File: config.mk
export PLATFORM = sky130hd
export DESIGN_NAME = pmu_frame_serializer
export DESIGN_NICKNAME = d
export VERILOG_FILES = /design/src/rtl/pmu_frame_serializer.sv
export SDC_FILE = /design/constraint.sdc
export NUM_CORES = 1
export LEC_CHECK = 0
export ABC_AREA = 1
export CAP_MARGIN = 20
export CORE_MARGIN = 10
export CORE_UTILIZATION = 55
export CTS_BUF_LIST = sky130_fd_sc_hd__clkbuf_2
export DETAILED_ROUTE_END_ITERATION = 7
export GPL_ROUTABILITY_DRIVEN = 0
export PLACE_DENSITY = 0.87
export SLEW_MARGIN = 20
export SYNTH_ARGS = -nofsm -noshare
export SYNTH_HDL_FRONTEND = slang
export SYNTH_SLANG_ARGS = --single-unit
File: constraint.sdc
create_clock -name CLK -period 28.2 [get_ports CLK]
set_input_delay 8.46 -clock CLK [delete_from_list [all_inputs] [get_ports CLK]]
set_output_delay 8.46 -clock CLK [all_outputs]
set_load 0.1 [all_outputs]
File: src/rtl/pmu_frame_serializer.sv
// ---------------------------------------------------------------------------
// pmu_frame_serializer
//
// Captures one NUM_WORDS x 64-bit converted frame on LOAD and streams it out
// as bytes over a valid/ready handshake. A frame is a SYNC_BYTE header
// followed by the words in index order, each word MSB first. LOADs that
// arrive while a frame is in flight are dropped and counted in a saturating
// overrun counter. A LOAD on the final handshake of a frame is accepted and
// starts the next frame without an idle cycle.
//
// Optional feature (macro PMU_SERIALIZER_CHECKSUM_EN): appends one byte that
// is the XOR of all data bytes of the frame (sync byte excluded).
//
// Ports:
//   CLK        in   system clock, rising edge
//   RST        in   asynchronous, active-high reset
//   LOAD       in   one-cycle strobe: capture DIN and start a frame
//   DIN        in   NUM_WORDS x 64-bit frame, index 0 sent first
//   BUSY       out  frame in progress
//   DOUT       out  current stream byte
//   DVALID     out  DOUT is valid
//   DREADY     in   sink accepts DOUT this cycle
//   FRAME_DONE out  one-cycle pulse after the final handshake of a frame
//   OVR_CNT    out  saturating count of LOADs dropped while busy
// ---------------------------------------------------------------------------
module pmu_frame_serializer #(
    parameter int         NUM_WORDS = 4,
    parameter logic [7:0] SYNC_BYTE = 8'hAA,
    parameter int         OVR_W     = 8
) (
    input  logic             CLK,
    input  logic             RST,
    input  logic             LOAD,
    input  logic [63:0]      DIN [NUM_WORDS-1:0],
    output logic             BUSY,
    output logic [7:0]       DOUT,
    output logic             DVALID,
    input  logic             DREADY,
    output logic             FRAME_DONE,
    output logic [OVR_W-1:0] OVR_CNT
);

    localparam int NUM_BYTES = 8 * NUM_WORDS;
    localparam int CNT_W     = $clog2(NUM_BYTES);
    localparam logic [CNT_W-1:0] LAST_BYTE = CNT_W'(NUM_BYTES - 1);

`ifdef PMU_SERIALIZER_CHECKSUM_EN
    typedef enum logic [1:0] {S_IDLE, S_SYNC, S_DATA, S_CKSUM} state_t;
`else
    typedef enum logic [1:0] {S_IDLE, S_SYNC, S_DATA} state_t;
`endif

    state_t           state_q;
    state_t           state_d;
    logic [63:0]      frame_q [NUM_WORDS-1:0];
    logic [CNT_W-1:0] byte_cnt_q;
    logic             done_q;
    logic [OVR_W-1:0] ovr_q;

    logic             last_xfer;   // final handshake of the frame this cycle
    logic             data_xfer;   // a data byte transfers this cycle
    logic             accept;      // LOAD captured this cycle
    logic [63:0]      cur_word;
    logic [2:0]       byte_sh;
    logic [7:0]       data_byte;

`ifdef PMU_SERIALIZER_CHECKSUM_EN
    logic [7:0]       cksum_q;
`endif

    // Byte k of the frame is word[k/8], MSB first.
    assign cur_word  = frame_q[byte_cnt_q[CNT_W-1:3]];
    assign byte_sh   = 3'd7 - byte_cnt_q[2:0];
    assign data_byte = cur_word[{byte_sh, 3'b000} +: 8];

    assign BUSY       = (state_q != S_IDLE);
    assign FRAME_DONE = done_q;
    assign OVR_CNT    = ovr_q;

    always_ff @(posedge CLK or posedge RST) begin
        if (RST) begin
            state_q <= S_IDLE;
        end else begin
            state_q <= state_d;
        end
    end

    // DOUT/DVALID are decoded from state and counter only, so they hold
    // stable for as long as the sink stalls.
    always_comb begin
        state_d   = state_q;
        last_xfer = 1'b0;
        data_xfer = 1'b0;
        DVALID    = 1'b0;
        DOUT      = 8'h00;
        case (state_q)
            S_IDLE: begin
                if (LOAD) state_d = S_SYNC;
            end
            S_SYNC: begin
                DVALID = 1'b1;
                DOUT   = SYNC_BYTE;
                if (DREADY) state_d = S_DATA;
            end
            S_DATA: begin
                DVALID    = 1'b1;
                DOUT      = data_byte;
                data_xfer = DREADY;
                if (DREADY && (byte_cnt_q == LAST_BYTE)) begin
`ifdef PMU_SERIALIZER_CHECKSUM_EN
                    state_d = S_CKSUM;
`else
                    last_xfer = 1'b1;
                    state_d   = LOAD ? S_SYNC : S_IDLE;
`endif
                end
            end
`ifdef PMU_SERIALIZER_CHECKSUM_EN
            S_CKSUM: begin
                DVALID = 1'b1;
                DOUT   = cksum_q;
                if (DREADY) begin
                    last_xfer = 1'b1;
                    state_d   = LOAD ? S_SYNC : S_IDLE;
                end
            end
`endif
            default: state_d = S_IDLE;
        endcase
        accept = LOAD && ((state_q == S_IDLE) || last_xfer);
    end

    always_ff @(posedge CLK or posedge RST) begin
        if (RST) begin
            frame_q    <= '{default: '0};
            byte_cnt_q <= '0;
            done_q     <= 1'b0;
            ovr_q      <= '0;
        end else begin
            done_q <= last_xfer;
            if (accept) frame_q <= DIN;
            if (data_xfer) begin
                byte_cnt_q <= (byte_cnt_q == LAST_BYTE) ? '0 : byte_cnt_q + 1'b1;
            end
            if (LOAD && !accept && (ovr_q != '1)) ovr_q <= ovr_q + 1'b1;
        end
    end

`ifdef PMU_SERIALIZER_CHECKSUM_EN
    always_ff @(posedge CLK or posedge RST) begin
        if (RST) begin
            cksum_q <= 8'h00;
        end else if (accept) begin
            cksum_q <= 8'h00;
        end else if (data_xfer) begin
            cksum_q <= cksum_q ^ data_byte;
        end
    end
`endif

endmodule

==> results.toml <==
[sta]
final.min_clock_period_ps = 13560
fmax_mhz = 73.75
relSlewSlack_pct = 26.25
tns_ps = 0
layout_setup_ws_ps = 14640
period_share_pct = 48.08
fin_worst_skew_ps = 75.39
setup_viol = 0
worst_pin_slew_ps = 1106
fin_hold_ws_ps = 512.5
rsz0062_at_grt = "no"
hold_viol = 0
maxSlewViolCount = 0

[floorplanning]
core_um2 = 25110
fp.dieH_um = 179.4
initial_core_util_pct = 55.63
num_rows = 58
fp.dieW_um = 179.4
io_pins = 279
dieArea_um2 = 32170

[placement]
place_hpwl_mm = 27.84
post-place-ws_ps = 15560
port_buffers = 278

[route]
wl_mm = 40.32
wl_per_cell_um = 21.58
via_per_inst = 5.555
drtAntennaViolNets = 0
drtIter0Drc = 823
via_count = 10376
drc = 0
firstDrtPassIters = 8

[final_layout]
fin_nets = 1761
final_cell_mix = "clkdlybuf4s50_1, dfrtp_1, nand2_1"
drive_above_1_share_pct = 25.47
utilization_pct = 69.07
final_common_cell = "clkdlybuf4s50_1"
area_growth_pct = 24.16

[setup_path]
worstRegToRegCells = 10
crit_fanout = 68
cp-start-kind = "register"
crit_start = "byte_cnt_q[3]$_DFFE_PP0P_"
crit_end = "DOUT[6]"
required_ps = 19740
critical_path_class = "register to output pin"
endpoint_kind = "output pin"
r2r_end = "frame_q[140]$_DFFE_PP0P_"
r2r_start = "byte_cnt_q[3]$_DFFE_PP0P_"
reg2reg_slack_ps = 23150
worstPathArrival_ps = 5100

[clocking]
cts_max_level = 3
clk_latency_ps = 850
postCtsSetupBuffers = 0
tritoncts = "built"
numClockSinks = 272
cts-root-buf = "clkbuf_2"
clkSlewWorstSetupHoldPaths_ps = 110
post_cts_resized = 0
ctsHoldBuffers = 0
cts_buffers = 74
clk_path_buf_depth = 3

[synthesis]
avgSynthCellArea_um2 = 11.52
syn-cell-area_um2 = 13970
synth-seq-cells = 272
yosysUniqueCellTypes = 27
syn_inst = 1213
synth-seq-area-share_pct = 48.73
syn_nets = 1481
yosysWarnings = 0

[power_and_ir_drop]
irDropWorstVdd_mv = 0.05503
p_leak_nw = 8.444
power_mw = 2.032
pwr_density_cell_nw_per_um2 = 117.2

[worst_hold_path]
hold_class = "register to register"
min_from = "frame_q[129]$_DFFE_PP0P_"

[job]
drv_cap = 0

[global_routing]
grt_pass1_wl_mm = 62.87
grt_use_total_pct = 24.91
grt_max_degree = 156
grt-ovfl-total = 0
grt_pass1_vias = 11469
antenna_found_initial = 3

[outcome]
status = "complete, no violations"
-- worst max-delay path, stage by stage, from the launching register on --
cell and delay [ps]:
dfrtp_4 750, inv_4 620, buf_4 690, o21ai_0 190, o221ai_1 210, nand3_1 160
nand2_1 120, nor2_1 40, nor2_1 240, clkdlybuf4s50_1 1190
-- cells in the mapped netlist, drive strengths merged --
| cell type | n | share of area (%) |
|---|---|---|
| dfrtp | 272 | 49 |
| nor3 | 2 | 0.11 |
| xor2 | 6 | 0.38 |
| mux2 | 258 | 27 |
| o31ai | 8 | 0.43 |
| inv | 17 | 0.46 |
| nor2 | 70 | 1.9 |
| o21ai | 47 | 1.7 |
| clkbuf | 14 | 0.38 |
| o211ai | 7 | 0.38 |
| buf | 69 | 4.0 |
| a21oi | 24 | 0.86 |
| o22ai | 3 | 0.13 |
| nor4 | 2 | 0.090 |
| xnor2 | 2 | 0.13 |
| nand2 | 273 | 7.4 |
| o221ai | 7 | 0.44 |
| ha | 8 | 0.72 |
| nand3 | 124 | 4.5 |
-- layout make-up --
type	instances	area (um2)
Multi-Input combinational cell	841	6494
Sequential cell	272	6812
Timing Repair Buffer	287	2887
Clock buffer	107	535.5
Tap cell	330	412.9
Antenna cell	3	7.507
Fill cell	1887	7766
Clock inverter	11	121.4
Inverter	17	73.82
-- worst min path at each step --
stage	slack, ps	endpoint	cells after the start
floorplan	470	frame_q[138]$_DFFE_PP0P_	1
global placement	480	frame_q[132]$_DFFE_PP0P_	1
detailed placement	490	frame_q[100]$_DFFE_PP0P_	1
CTS	510	frame_q[132]$_DFFE_PP0P_	1
global route	520	frame_q[100]$_DFFE_PP0P_	1
finish	510	frame_q[129]$_DFFE_PP0P_	1
-- per-layer routing --
metal / GRT usage, % / routed length, um / vias up
met3: 5.763 / 2305 / 115
met4: 12.74 / 1774 / 2
met2: 40.03 / 19560 / 412
met5: 0 / 9 / -
met1: 31.01 / 16670 / 5137
li1: - / - / 4710
-- through the flow --
step	instance area, um2	std cells
finish	17340	1868
floorplan	13970	1213
global route	17340	1867
global placement	16650	1746
CTS	17300	1864
detailed placement	16650	1746
-- kinds of logic after synthesis --
| family | after synthesis | synth area share [%] |
|---|---|---|
| flops | 272 | 48.73 |
| buf+inv | 100 | 4.882 |
| simple gates | 471 | 14.00 |
| fa+ha+maj | 8 | 0.7166 |
| compound gates | 96 | 3.923 |
| xor+xnor | 8 | 0.5016 |
| mux | 258 | 27.25 |
-- flip-flops by register name (all words and copies together), names as in the netlist --
name / cells
byte_cnt_q: 5
OVR_CNT: 8
frame_q: 256
FRAME_DONE: 1
state_q: 2
-- power by group --
part	total, mW	internal, mW	switching (mW)
registers	0.739	0.589	0.150
clock network	0.290	0.126	0.163
logic	1.00	0.492	0.512
total	2.03	1.21	0.825
No activity file was read; power rests on OpenSTA's default activity.
